<file path="src/rtl/decod_pkg.sv">
// Shared definitions for the decode/issue stage: opcodes, FSM states and the
// per-opcode register read/write class table.
package decod_pkg;

  localparam logic [3:0] OP_ADD = 4'h0;
  localparam logic [3:0] OP_SUB = 4'h1;
  localparam logic [3:0] OP_AND = 4'h2;
  localparam logic [3:0] OP_OR  = 4'h3;
  localparam logic [3:0] OP_XOR = 4'h4;
  localparam logic [3:0] OP_SLL = 4'h5;
  localparam logic [3:0] OP_SRL = 4'h6;
  localparam logic [3:0] OP_LI  = 4'h7;
  localparam logic [3:0] OP_LW  = 4'h8;
  localparam logic [3:0] OP_SW  = 4'h9;
  localparam logic [3:0] OP_BEQ = 4'hA;
  localparam logic [3:0] OP_JMP = 4'hB;
  localparam logic [3:0] OP_NOP = 4'hF;

  typedef enum logic [1:0] {
    EMPTY = 2'd0,
    CHECK = 2'd1,
    ISSUE = 2'd2
  } state_t;

  typedef struct packed {
    logic rd_rs;
    logic rd_rt;
    logic wr_rd;
  } rw_class_t;

  function automatic rw_class_t rw_class(input logic [3:0] op);
    rw_class_t c;
    c = '0;
    case (op)
      OP_ADD, OP_SUB, OP_AND, OP_OR, OP_XOR, OP_SLL, OP_SRL: begin
        c.rd_rs = 1'b1;
        c.rd_rt = 1'b1;
        c.wr_rd = 1'b1;
      end
      OP_LI: c.wr_rd = 1'b1;
      OP_LW: begin
        c.rd_rs = 1'b1;
        c.wr_rd = 1'b1;
      end
      OP_SW, OP_BEQ: begin
        c.rd_rs = 1'b1;
        c.rd_rt = 1'b1;
      end
      default: c = '0;
    endcase
    return c;
  endfunction

  function automatic logic is_illegal(input logic [3:0] op);
    return (op == 4'hC) || (op == 4'hD) || (op == 4'hE);
  endfunction

endpackage

</file>
<file path="src/rtl/estagio_decodificacao_placar.sv">
// Busy scoreboard: one bit per register, set on issue, cleared by writeback.
// Define WB_BYPASS_EN to let a same-cycle writeback unblock the hazard check.
module placar
  import decod_pkg::*;
#(
  parameter int NUM_REGS = 16,
  parameter int ADDR_W   = 4
) (
  input  logic                clk,
  input  logic                reset,
  input  logic                set_en,
  input  logic [ADDR_W-1:0]   set_addr,
  input  logic                clr_en,
  input  logic [ADDR_W-1:0]   clr_addr,
  input  logic [ADDR_W-1:0]   rs,
  input  logic [ADDR_W-1:0]   rt,
  input  logic [ADDR_W-1:0]   rd,
  input  rw_class_t           cls,
  output logic [NUM_REGS-1:0] busy,
  output logic                hazard
);

  logic [NUM_REGS-1:0] set_mask;
  logic [NUM_REGS-1:0] clr_mask;
  logic [NUM_REGS-1:0] busy_eff;

  always_comb begin
    set_mask = '0;
    clr_mask = '0;
    if (set_en) set_mask[set_addr] = 1'b1;
    if (clr_en) clr_mask[clr_addr] = 1'b1;
  end

`ifdef WB_BYPASS_EN
  assign busy_eff = busy & ~clr_mask;
`else
  assign busy_eff = busy;
`endif

  assign hazard = (cls.rd_rs & busy_eff[rs]) |
                  (cls.rd_rt & busy_eff[rt]) |
                  (cls.wr_rd & busy_eff[rd]);

  // Set is OR-ed in after the clear so an issue beats a same-edge writeback.
  always_ff @(posedge clk or negedge reset) begin
    if (!reset) busy <= '0;
    else        busy <= (busy & ~clr_mask) | set_mask;
  end

endmodule

</file>
<file path="src/rtl/estagio_decodificacao.sv">
// Decode/issue stage: holds one instruction, waits out RAW/WAW hazards on the
// busy scoreboard, then presents register addresses to banco_registradores.
// Optional macro WB_BYPASS_EN (see placar).
module estagio_decodificacao
  import decod_pkg::*;
#(
  parameter int NUM_REGS    = 16,
  parameter int ADDR_W      = 4,
  parameter int INSTR_W     = 16,
  parameter int STALL_CNT_W = 16
) (
  input  logic                   clk,
  input  logic                   reset,
  input  logic                   instr_valid,
  output logic                   instr_ready,
  input  logic [INSTR_W-1:0]     instr,
  output logic                   out_valid,
  input  logic                   out_ready,
  output logic [3:0]             op,
  output logic [7:0]             imm8,
  output logic [ADDR_W-1:0]      entrada1,
  output logic [ADDR_W-1:0]      entrada2,
  output logic [ADDR_W-1:0]      entrada3,
  output logic                   illegal,
  input  logic                   wb_valid,
  input  logic [ADDR_W-1:0]      wb_addr,
  output logic [NUM_REGS-1:0]    busy,
  output logic [STALL_CNT_W-1:0] stall_count
);

  state_t             state;
  state_t             state_nxt;
  logic [INSTR_W-1:0] ir;
  logic               capture;
  logic               set_en;
  logic               hazard;
  rw_class_t          cls;

  assign op       = ir[15:12];
  assign entrada3 = ir[11:8];
  assign entrada1 = ir[7:4];
  assign entrada2 = ir[3:0];
  assign imm8     = ir[7:0];
  assign illegal  = is_illegal(op);
  assign cls      = rw_class(op);

  always_comb begin
    state_nxt   = state;
    instr_ready = 1'b0;
    out_valid   = 1'b0;
    capture     = 1'b0;
    set_en      = 1'b0;
    case (state)
      EMPTY: begin
        instr_ready = 1'b1;
        if (instr_valid) begin
          capture   = 1'b1;
          state_nxt = CHECK;
        end
      end
      CHECK: begin
        if (!hazard) begin
          set_en    = cls.wr_rd;
          state_nxt = ISSUE;
        end
      end
      ISSUE: begin
        out_valid   = 1'b1;
        instr_ready = out_ready;
        if (out_ready) begin
          capture   = instr_valid;
          state_nxt = instr_valid ? CHECK : EMPTY;
        end
      end
      default: state_nxt = EMPTY;
    endcase
  end

  always_ff @(posedge clk or negedge reset) begin
    if (!reset) begin
      state <= EMPTY;
      ir    <= '0;
    end else begin
      state <= state_nxt;
      if (capture) ir <= instr;
    end
  end

  always_ff @(posedge clk or negedge reset) begin
    if (!reset)
      stall_count <= '0;
    else if ((state == CHECK) && hazard && (stall_count != {STALL_CNT_W{1'b1}}))
      stall_count <= stall_count + 1'b1;
  end

  placar #(
    .NUM_REGS (NUM_REGS),
    .ADDR_W   (ADDR_W)
  ) u_placar (
    .clk      (clk),
    .reset    (reset),
    .set_en   (set_en),
    .set_addr (entrada3),
    .clr_en   (wb_valid),
    .clr_addr (wb_addr),
    .rs       (entrada1),
    .rt       (entrada2),
    .rd       (entrada3),
    .cls      (cls),
    .busy     (busy),
    .hazard   (hazard)
  );

endmodule

</file>
<file path="config.mk">
export PLATFORM = sky130hd
export DESIGN_NAME = estagio_decodificacao
export DESIGN_NICKNAME = d
export VERILOG_FILES = /design/src/rtl/decod_pkg.sv /design/src/rtl/estagio_decodificacao_placar.sv /design/src/rtl/estagio_decodificacao.sv
export SDC_FILE = /design/constraint.sdc
export NUM_CORES = 1
export LEC_CHECK = 0
export BUFFER_PORTS_ARGS = -buffer_cell sky130_fd_sc_hd__buf_2
export CAP_MARGIN = 20
export CORE_MARGIN = 2
export CORE_UTILIZATION = 35
export DETAILED_ROUTE_END_ITERATION = 12
export HOLD_SLACK_MARGIN = 0.02
export MAX_ROUTING_LAYER = met4
export SYNTH_ARGS = -nofsm -noshare
export SYNTH_HDL_FRONTEND = slang
export SYNTH_SLANG_ARGS = --single-unit
export TNS_END_PERCENT = 5
</file>
<file path="constraint.sdc">
create_clock -name clk -period 2.39 [get_ports clk]
set_input_delay 0.1195 -clock clk [delete_from_list [all_inputs] [get_ports clk]]
set_output_delay 0.1195 -clock clk [all_outputs]
set_load 0.005 [all_outputs]
</file>
# [Word-level counts from Yosys, hierarchy flattened]
# Cells that the tools add are included.
[totals] reg_bits=50
[classes] order_cmp=6 addsub=1 n_mux=27 n_reduce_logical=12 eq_ne=19 n_bitwise=8
[op_table] cell="16-bit 2-to-1 mux" count=2
[op_table] cell="4-bit equality test, second input constant" count=6
[op_table] cell="4-bit by 5-bit < comparator with 1-bit output, second input constant" count=4
[op_table] cell="9-bit OR reduction" count=2
[op_table] cell="16-bit by 1-bit adder with 16-bit output, second input constant" count=1
[op_table] cell="16-bit AND" count=1
[op_table] cell="4-bit by 3-bit equality test with 1-bit output, second input constant" count=4
[op_table] cell="16-bit != test, second input constant" count=1
[op_table] cell="16-bit inverter" count=1
[op_table] cell="16-bit bitwise OR" count=1
[op_table] cell="1-bit 2-to-1 mux" count=14
[op_table] cell="1-bit binary-select mux with 4-bit select" count=3
[op_table] cell="10-bit OR reduction" count=1
[op_table] cell="1-bit demux with 4-bit select" count=2
[op_table] cell="4-bit by 2-bit equality test with 1-bit output, second input constant" count=2
[op_table] cell="4-bit by 1-bit greater-or-equal comparator with 1-bit output, second input constant" count=2
[op_table] cell="2-bit 2-to-1 mux" count=3
[op_table] cell="2-bit != test, second input constant" count=3
[op_table] cell="2-bit one-hot mux with 3 select lines" count=1
[op_table] cell="4-bit by 1-bit equality test with 1-bit output, second input constant" count=1
[op_table] cell="1-bit logical AND" count=4
[op_table] cell="4-bit logical NOT" count=1
[op_table] cell="1-bit one-hot mux with 2 select lines" count=2
[op_table] cell="1-bit AND" count=3
[op_table] cell="other kinds (6)" count=8

# [Depth between registers and ports, before layout]
# Gate-level depths: netlist of the first run.
[depth] word_depth=10 depth_mapped=8

# [Cells and area by module]
# Synthesis of the first run repeated with hierarchy kept, for this count alone.
[hier_totals] hier_cells=243 area_unflattened_um2=2765.2
[modules_own_cells] module="estagio_decodificacao" area_per_inst_um2=1626.6 instances=1 cells_each=133 seq_area_each_um2=850.8
[modules_own_cells] module="placar" area_per_inst_um2=1138.6 instances=1 cells_each=110 seq_area_each_um2=400.4

# [Worst setup path after synthesis of the first run]
# OpenSTA, ideal clock, no wires.
[synth_path] kind="register -> register" startpoint="register ir[0]" endpoint="register u_placar.busy[0]" path_slack_ps=240 path_stages_with_launch=9 t_arrival_ps=2054 n_path_buf=2 period_less_slack_ps=2150 required_ps=2294 path_cell_list="dfrtp_1 buf_2 mux4_2 a22oi_1 a211oi_1 a211oi_2 buf_4 nand3_1 o31ai_1"
[synth_via] elab_chain_len=9
[synth_lines] element="from (decl)" line="estagio_decodificacao.sv:33" text="logic [INSTR_W-1:0] ir;"
[synth_lines] element="from (signal assigned)" line="estagio_decodificacao.sv:85" text="if (capture) ir <= instr;"
[synth_lines] element="1-bit binary-select mux with 4-bit select" line="estagio_decodificacao_placar.sv:41" text="(cls.rd_rt & busy_eff[rt]) |"
[synth_lines] element="1-bit 2-to-1 mux (implied by the code)" line="estagio_decodificacao_placar.sv:41"
[synth_lines] element="1-bit AND" line="estagio_decodificacao_placar.sv:41"
[synth_lines] element="1-bit bitwise OR" line="estagio_decodificacao_placar.sv:40" text="assign hazard = (cls.rd_rs & busy_eff[rs]) |"
[synth_lines] element="1-bit bitwise OR" line="estagio_decodificacao_placar.sv:41"
[synth_lines] element="1-bit 2-to-1 mux" line="estagio_decodificacao.sv:62" text="if (!hazard) begin"
[synth_lines] element="1-bit 2-to-1 mux" line="estagio_decodificacao.sv:53" text="case (state)"
[synth_lines] element="16-bit 2-to-1 mux" line="estagio_decodificacao_placar.sv:30" text="if (set_en) set_mask[set_addr] = 1'b1;"
[synth_lines] element="16-bit bitwise OR" line="estagio_decodificacao_placar.sv:47" text="else busy <= (busy & ~clr_mask) | set_mask;"
[synth_lines] element="to (signal assigned)" line="estagio_decodificacao_placar.sv:47"
[synth_lines] element="to (decl)" line="estagio_decodificacao_placar.sv:19" text="output logic [NUM_REGS-1:0] busy,"
# Every way passes these cells. The select of a mux whose other input is x is not followed.
# A chain may end at the register's enable or synchronous reset.

# [Final worst setup path of the first run]
[layout_path] startpoint="register ir[8]" endpoint="register u_placar.busy[11]"
[layout_via] elab_chain_len=8
[layout_lines] element="1-bit binary-select mux with 4-bit select" line="estagio_decodificacao_placar.sv:42" text="(cls.wr_rd & busy_eff[rd]);"
[layout_lines] element="1-bit 2-to-1 mux (implied by the code)" line="estagio_decodificacao_placar.sv:42"
[layout_lines] element="1-bit AND" line="estagio_decodificacao_placar.sv:42"
[layout_lines] element="1-bit bitwise OR" line="estagio_decodificacao_placar.sv:41"
[layout_lines] element="1-bit 2-to-1 mux" line="estagio_decodificacao.sv:62"
[layout_lines] element="1-bit 2-to-1 mux" line="estagio_decodificacao.sv:53"
[layout_lines] element="16-bit 2-to-1 mux *" line="estagio_decodificacao_placar.sv:30"
[layout_lines] element="16-bit bitwise OR *" line="estagio_decodificacao_placar.sv:47"
# Every way passes the cells marked *; elsewhere a longest branch is shown, timed or not. The select of a mux whose other input is x is not followed.

==> run_results.csv, run 1 <==
group,metric,value,unit
grt,grt_overflow,0,
critical_path,worstPathRequired,2.61,ns
sta,setup_viol,0,
grt,grt_pass1_wl,11300,um
finish,area_growth,23.8,%
clock_tree,clk_latency,0.31,ns
synthesis,syn_inst,245,
power,seq_power_share,0.375,
sta,setup_slack,0.135,ns
critical_path,criticalPathCategory,"reg2reg",
hold_path,hp-start,"instr[2]",
synthesis,yosysWarnings,0,
hold_path,worstHoldPathCells,3,
clock_tree,clock-sinks,50,
sta,rsz0062_at_grt,"true",
critical_path,rr_endpoint,"u_placar.busy[11]",
power,p_comb_frac,0.493,
critical_path,cp-start-kind,"flop",
die,die_y,92.1,um
finish,final_area,0.00337,mm^2
clock_tree,post-cts-setup-buffers,0,
drt,wirelength,7070,um
critical_path,endpoint_kind,"flop",
drt,viasPerCell,5.34,
power,total_power,4.58,mW
grt,grt_use_total,0.175,
grt,grt_max_degree,28,
drt,drt-pass1-iter-count,5,
synthesis,synth_cell_types,42,
synthesis,synth-main-ff-cell,"dfrtp_1",
sta,tightest_slew,0.621,ns
place,io_buffers,83,
critical_path,worst-path-max-fanout,21,
sta,finalCriticalPeriod,2.25,ns
sta,timing.hold.ws,0.0192,ns
grt,grt_pass1_vias,2220,
drt,ant_nets,0,
die,dieArea,0.00849,mm^2
synthesis,ys_ff_latch,50,
die,die_x,92.1,um
critical_path,reg2reg_from,"ir[8]",
hold_path,hp-class,"in2reg",
die,start_util,0.357,
clock_tree,cts_buffers,5,
die,ios,84,
drt,drt-initial-drc-count,84,
finish,fin_nets,356,
drt,wl_per_cell,16.3,um
die,rows,32,
finish,diodes,0,
clock_tree,htreeDepth,2,
place,gp_congestion,0.840,
sta,hold_violations,0,
outcome,status,"complete, no violations",
clock_tree,cts_buffer_depth,2,
synthesis,synth_edf_count,0,
clock_tree,cts_tree,"yes",
die,core,0.00761,mm^2
synthesis,syn_area,0.00272,mm^2
finish,drive_above_1_share,0.423,
power,p_leak,1.62,nW
sta,finalSetupTns,0,ns
grt,antenna_found_initial,0,
critical_path,crit_arrival,2.48,ns
power,intPower,2.68,mW
hold_path,min_to,"ir[2]",
place,place_ws,0.0876,ns
drt,drc_errors,0,
critical_path,rr_worst_depth,7,
place,place_area,0.00324,mm^2
power,p_per_area,1360,mW/mm^2
power,power_frac_clock,0.132,
sta,fmax,0.444,GHz
synthesis,async_flop_share,1.00,
sta,skew,0.0119,ns
clock_tree,root_buffer,"clkbuf_8",
finish,layout_common_cells,"buf_2 (83), dfrtp_1 (47), o21ai_0 (30)",
power,p_sw,1.90,mW
critical_path,rrSetupSlack,0.14,ns
power,sw_frac_of_total,0.414,
flow_run,maxCapViolations,0,
synthesis,synth.avg_cell_area,11.1,um^2
clock_tree,path_clk_slew,0.09,ns
power,peakVddDrop,0.481,mV
synthesis,syn_nets,271,
sta,post-route-period-util,0.943,
place,dpl.hpwl,5380,um
finish,final_common_cell,"buf_2",
finish,fillers,730,
drt,vias,2312,
synthesis,ys_seq_area_frac,0.460,
sta,drv_slew,0,
sta,max-slew-margin-rel,0.586,
[how the worst max path moves through the flow]
stage / start / endpoint / slack, ns / cells past startpoint
2_1_floorplan: ir[0] / u_placar.busy[0] / 0.24 / 8
3_3_place_gp: ir[9] / stall_count[1] / 0.11 / 7
6_report: ir[8] / u_placar.busy[11] / 0.14 / 7
4_1_cts: ir[0] / u_placar.busy[0] / 0.08 / 7
3_5_place_dp: ir[9] / stall_count[1] / 0.09 / 7
5_1_grt: ir[0] / u_placar.busy[0] / -0.02 / 7
[registers in the layout, summed over array words and instances (netlist names)]
name,cells
ir,16
state,2
stall_count,16
u_placar.busy,16
[kinds of logic (layout without fill, tap and decap cells)]
| family | count (synthesis) | count (layout) | share of synthesized area |
|---|---|---|---|
| adders and majority gates | 1 | 1 | 0.00460 |
| muxes | 33 | 33 | 0.172 |
| and+or+nand+nor | 74 | 74 | 0.154 |
| buffers and inverters | 20 | 106 | 0.0469 |
| DFF | 50 | 50 | 0.460 |
| AOI/OAI and AO/OA | 52 | 52 | 0.115 |
| xor gates and xnor gates | 15 | 15 | 0.0483 |
[cells in the mapped netlist, drive strengths merged, types with 3 or more instances]
master	count	area [um^2]
nor2b	3	18.8
nand3b	3	22.5
clkbuf	3	11.3
xor2	15	131
dfrtp	50	1250
nor2	10	37.5
nor3	7	35.0
nand2b	7	43.8
mux4	9	203
mux2	19	214
mux2i	5	50.1
o21ai	34	170
nand2	18	67.6
buf	14	105
nand4	3	18.8
and3	4	25.0
a211oi	3	32.5
nand3	10	50.1
inv	3	11.3
[what timing repair did]
action,CTS,global route
hold buffers,1,0
endpoints found under the setup margin,0,16
resized for setup,0,6
hold endpoints to repair,25,0
[per-stage QoR]
| step | instances | utilization |
|---|---|---|
| after global routing | 433 | 0.443 |
| final | 433 | 0.443 |
| after floorplan | 245 | - |
| after global placement | 424 | 0.426 |
| after CTS | 433 | 0.442 |
| after detailed placement | 424 | 0.426 |
[power by group through the flow]
stage / registers (mW) / logic [mW] / clock network, mW
after CTS: 1.70 / 2.27 / 0.617
final: 1.72 / 2.26 / 0.604
after global placement: 1.71 / 2.23 / 0
after floorplan: 1.55 / 1.57 / 0
after global routing: 1.79 / 2.48 / 0.655
after detailed placement: 1.72 / 2.26 / 0
[critical path, cell delays in order (launching register included)]
cell and delay (ns):
dfrtp_1 0.45, mux4_2 0.52, o22ai_1 0.22, a211oi_2 0.06, a211oi_2 0.29, buf_12 0.21, nand4_1 0.21, o21ai_0 0.21
[cell type report]
class	count	area [um^2]	area share
clock buffer	6	72.6	0.0216
inverter	3	11.3	0.00334
clock inverter	2	37.5	0.0111
tap	102	128	0.0379
multi-input combinational	175	1340	0.399
timing repair buffer	95	520	0.155
sequential	50	1250	0.373
[per-layer routing]
| layer | GRT usage | share of wire | up-vias |
|---|---|---|---|
| met5 | - | 0 | - |
| met4 | 0.0659 | 0.020 | 0 |
| met3 | 0.0378 | 0.064 | 14 |
| met2 | 0.270 | 0.47 | 95 |
| met1 | 0.226 | 0.44 | 1144 |
| li1 | - | - | 1059 |
Note: power is estimated with default switching activity, not from simulation.
==> run 2, diff against run 1 <==
==> constraint.sdc (replaced) <==
create_clock -name clk -period 2.39 [get_ports clk]
set_input_delay 0.239 -clock clk [delete_from_list [all_inputs] [get_ports clk]]
set_output_delay 0.239 -clock clk [all_outputs]
set_load 0.005 [all_outputs]
==> run 2 against run 1 <==
Critical path depth is the same. Global-route usage shrank 0.61 points. First-iteration DRC count grew 90%. Combinational power is essentially flat. Register-to-register slack lost 0.02 ns. Power shrank 1.8%. Worst setup slack lost 0.017 ns. Flip-flop and latch count is the same. Sequential power is essentially flat. Sequential share of layout area grew 0.12 points. Critical endpoint is now stall_count[1].
==> run_results.csv, run 2 (synthesis results as in run 1) <==
group,metric,value,unit
sta,finalCriticalPeriod,2.27,ns
clock_tree,cts_buffer_depth,2,
grt,grt_pass1_vias,2208,
drt,drt-initial-drc-count,160,
power,p_leak,1.62,nW
clock_tree,path_clk_slew,0.10,ns
die,ios,84,
drt,drt-pass1-iter-count,4,
drt,wirelength,7000,um
die,start_util,0.357,
finish,fin_nets,355,
sta,skew,0.00715,ns
critical_path,criticalPathCategory,"reg2reg",
grt,met2_usage,0.276,
sta,drv_slew,0,
drt,viasPerCell,5.18,
drt,wl_per_cell,16.2,um
die,rows,32,
drt,ant_nets,0,
grt,grt_max_degree,28,
power,p_per_area,1340,mW/mm^2
power,peakVddDrop,0.657,mV
finish,diodes,0,
place,gp_congestion,0.793,
outcome,status,"complete, no violations",
finish,regArea,0.00126,mm^2
sta,post-route-period-util,0.950,
drt,vias,2236,
hold_path,hp-class,"in2reg",
grt,grt_use_total,0.169,
finish,final_common_cell,"buf_2",
place,io_buffers,83,
grt,use_met3,0.0288,
critical_path,worstPathRequired,2.59,ns
critical_path,rrSetupSlack,0.12,ns
sta,rsz0062_at_grt,"false",
finish,final_cell_count_no_fill,432,
finish,reg_top3,"ir (16), stall_count (16), u_placar.busy (16)",
finish,fillers,746,
clock_tree,htreeDepth,2,
sta,tightest_slew,0.661,ns
die,die_x,92.1,um
clock_tree,cts_tree,"yes",
grt,grt_use_met1,0.218,
critical_path,cp-start-kind,"flop",
clock_tree,clock-sinks,50,
finish,drive_above_1_share,0.424,
clock_tree,root_buffer,"clkbuf_8",
critical_path,worst-path-max-fanout,21,
drt,drc_errors,0,
sta,setup_viol,0,
finish,multi_input_area,0.00134,mm^2
finish,layout_common_cells,"buf_2 (83), dfrtp_1 (46), o21ai_0 (32)",
critical_path,endpoint_kind,"flop",
critical_path,crit_arrival,2.47,ns
grt,grt_pass1_wl,11000,um
power,total_power,4.50,mW
finish,area_growth,23.6,%
die,die_y,92.1,um
place,dpl.hpwl,5350,um
sta,max-slew-margin-rel,0.559,
clock_tree,clk_latency,0.31,ns
die,dieArea,0.00849,mm^2
grt,busiest_layer,"met2",
grt,grt_overflow,0,
flow_run,maxCapViolations,0,
sta,finalSetupTns,0,ns
sta,hold_violations,0,
die,core,0.00761,mm^2
clock_tree,cts_buffers,5,
sta,fmax,0.440,GHz
place,dp.cells,423,
grt,antenna_found_initial,0,
[run 2: metrics by stage]
step	hold WS [ns]	worst slack (ns)	area [um^2]	utilization
after floorplan	-0.0566	0.240	2720	-
after global placement	0.300	0.151	3250	0.427
after detailed placement	0.308	0.0607	3250	0.427
after CTS	0.148	0.0470	3350	0.441
after global routing	0.149	0.00577	3360	0.442
final	0.150	0.119	3360	0.442
[run 2: where the power goes]
| group | internal, mW | switching [mW] |
|---|---|---|
| sequential | 1.18 | 0.539 |
| combinational | 1.19 | 1.05 |
| clock | 0.239 | 0.303 |
[run 2: worst paths after layout]
| path | from | end | cells past startpoint |
|---|---|---|---|
| worst max-delay path | ir[9] | stall_count[1] | 7 |
| worst min-delay path | instr[2] | ir[2] | 3 |
| worst max register to register | ir[9] | stall_count[1] | 7 |
| worst min register to register | stall_count[13] | stall_count[13] | 1 |
| max in group asynchronous | reset | stall_count[8] | 3 |
| min in group asynchronous | reset | ir[5] | 2 |
[run 2: cell type report]
cell class,count,area share
well taps,102,0.0380
clock buffers,6,0.0246
multi-input cells,175,0.399
flip-flops and latches,50,0.374
clock inverters,2,0.00484
repair buffers,94,0.156
inverters,3,0.00335
[run 2: worst max-delay path, stage by stage (launching register included)]
cell      delay, ns
dfrtp_2        0.49
mux2i_1        0.15
mux4_2         0.49
a211oi_2       0.25
a211oi_2       0.08
buf_12         0.17
nor2_1         0.18
mux2_2         0.35
[run 2: layer usage]
layer,up-vias,share of wire
met5,-,0
met4,0,0.013
met3,8,0.048
met2,76,0.48
met1,1094,0.46
li1,1058,-
[run 2: repair_timing]
action                                  4_1_cts  5_1_grt
hold endpoints to repair                     26        0
hold buffers                                  1        0
resized for setup                             0        4
setup buffers                                 0        0
endpoints found under the setup margin        0       10
==> run 3, diff against run 2 <==
--- a/config.mk
+++ b/config.mk
@@ -7,6 +7,7 @@
 export LEC_CHECK = 0
 export BUFFER_PORTS_ARGS = -buffer_cell sky130_fd_sc_hd__buf_2
 export CAP_MARGIN = 20
+export CORE_ASPECT_RATIO = 0.7
 export CORE_MARGIN = 2
 export CORE_UTILIZATION = 35
 export DETAILED_ROUTE_END_ITERATION = 12
==> run 3 against run 2 <==
Global-route usage grew 1.8 points. Clock skew grew 0.00082 ns. Non-clock buffer count grew 2. Largest cell class unchanged. Register-to-register slack lost 0.02 ns. Worst setup slack lost 0.022 ns. Critical endpoint unchanged. Final cell count shrank 0.46%. Sequential power is essentially flat. Clock-buffer cell count is the same. Via count grew 1.5%. Wire length grew 4.2%.
==> run_results.csv, run 3 (synthesis results as in run 1) <==
group,metric,value,unit
place,dpl.hpwl,5550,um
critical_path,critical_path_depth,7,
drt,drt-pass1-iter-count,4,
critical_path,worstPathRequired,2.59,ns
critical_path,path_cells,"mux2i_1 > mux4_2 > a211oi_2 > a211oi_2 > buf_12 > nor2_1 > mux2_2",
clock_tree,cts_tree,"yes",
critical_path,crit_start,"u_placar.busy[7]",
critical_path,path_buf_inv,1,
critical_path,worst-path-max-fanout,21,
flow_run,maxCapViolations,0,
finish,diodes,0,
die,die_x,109,um
critical_path,rr_worst_depth,7,
grt,grt_max_degree,22,
finish,regArea,0.00125,mm^2
sta,post-route-period-util,0.959,
sta,hold_violations,0,
clock_tree,clk_latency,0.31,ns
sta,setup_viol,0,
grt,grt_pass1_vias,2165,
finish,area_growth,23.4,%
critical_path,critical-path-top-delay-family,"multiplexers",
sta,finalSetupTns,0,ns
finish,final_common_cell,"buf_2",
finish,multi_input_area,0.00134,mm^2
sta,drv_slew,0,
grt,grt_overflow,0,
finish,fin_nets,357,
clock_tree,clock-sinks,50,
drt,drt-initial-drc-count,183,
critical_path,slowest_delay,0.50,ns
die,ios,84,
finish,fillers,734,
sta,finalCriticalPeriod,2.29,ns
place,gp_congestion,0.853,
grt,antenna_found_initial,0,
die,dieArea,0.00850,mm^2
critical_path,endpoint_kind,"flop",
critical_path,crit_top_cell,"a211oi_2",
critical_path,rr_endpoint,"stall_count[1]",
hold_path,hp-class,"in2reg",
hold_path,hp-start,"instr[11]",
critical_path,cp_slowest_cell,"dfrtp_1",
clock_tree,cts_buffer_depth,2,
drt,wirelength,7300,um
drt,ant_nets,0,
sta,max-slew-margin-rel,0.726,
critical_path,criticalPathCategory,"reg2reg",
sta,tightest_slew,0.411,ns
critical_path,crit_end,"stall_count[1]",
outcome,status,"complete, no violations",
drt,wl_per_cell,17.0,um
finish,drive_above_1_share,0.419,
drt,vias,2269,
critical_path,rrSetupSlack,0.1,ns
power,p_per_area,1350,mW/mm^2
drt,viasPerCell,5.28,
power,total_power,4.54,mW
die,die_y,77.7,um
place,io_buffers,83,
drt,drc_errors,0,
critical_path,crit_arrival,2.49,ns
sta,skew,0.00797,ns
finish,layout_common_cells,"buf_2 (83), dfrtp_1 (49), o21ai_0 (32)",
grt,grt_pass1_wl,11700,um
die,core,0.00742,mm^2
sta,fmax,0.436,GHz
critical_path,reg2reg_from,"u_placar.busy[7]",
die,start_util,0.367,
clock_tree,cts_buffers,5,
clock_tree,path_clk_slew,0.10,ns
critical_path,cp-start-kind,"flop",
clock_tree,htreeDepth,2,
grt,grt_use_total,0.186,
die,rows,26,
clock_tree,root_buffer,"clkbuf_8",
finish,reg_top3,"ir (16), stall_count (16), u_placar.busy (16)",
sta,rsz0062_at_grt,"false",
power,peakVddDrop,0.455,mV
power,p_leak,1.63,nW
## run 3: final cells by class
type,instances,area share
Multi-Input combinational cell,175,0.399
Inverter,3,0.00336
Sequential cell,50,0.373
Clock inverter,2,0.00522
Clock buffer,6,0.0246
Timing Repair Buffer,96,0.157
Tap cell,98,0.0366
## run 3: timing repair
action                                  4_1_cts  5_1_grt
resized for setup                             0        1
hold buffers                                  1        0
hold endpoints to repair                     15        0
endpoints found under the setup margin        0        1
setup buffers                                 0        1
## run 3: worst min path at each step
stage	end	slack (ns)	depth (start not counted)
5_1_grt	ir[11]	0.14	3
3_3_place_gp	stall_count[11]	0.19	1
3_5_place_dp	stall_count[11]	0.20	1
6_report	ir[11]	0.14	3
4_1_cts	ir[11]	0.13	3
2_1_floorplan	ir[0]	-0.06	0
## run 3: where the power goes
part | internal, mW | switching, mW
registers | 1.17 | 0.560
logic | 1.20 | 1.07
clock network | 0.239 | 0.304
## run 3: worst reg2reg max path: stages, from the launching register on
cell and delay (ns):
dfrtp_1 0.50, mux2i_1 0.11, mux4_2 0.49, a211oi_2 0.28
a211oi_2 0.09, buf_12 0.17, nor2_1 0.19, mux2_2 0.35
## run 3: routing by layer
metal / up-vias / track usage / part of all wire
met3: 9 / 0.0378 / 0.086
met5: - / - / 0
met1: 1100 / 0.280 / 0.48
met2: 96 / 0.252 / 0.42
met4: 0 / 0.0532 / 0.013
li1: 1064 / - / -
## run 3: metrics by stage
stage          instance area, um^2  setup slack, ns  hold slack [ns]  cells  utilization
3_5_place_dp                  3240           0.0714            0.198    420        0.436
5_1_grt                       3350          0.00748            0.144    430        0.452
6_report                      3350           0.0971            0.136    430        0.452
2_1_floorplan                 2720            0.240          -0.0566    245            -
3_3_place_gp                  3240           0.0958            0.192    420        0.436
4_1_cts                       3350           0.0495            0.125    429        0.451
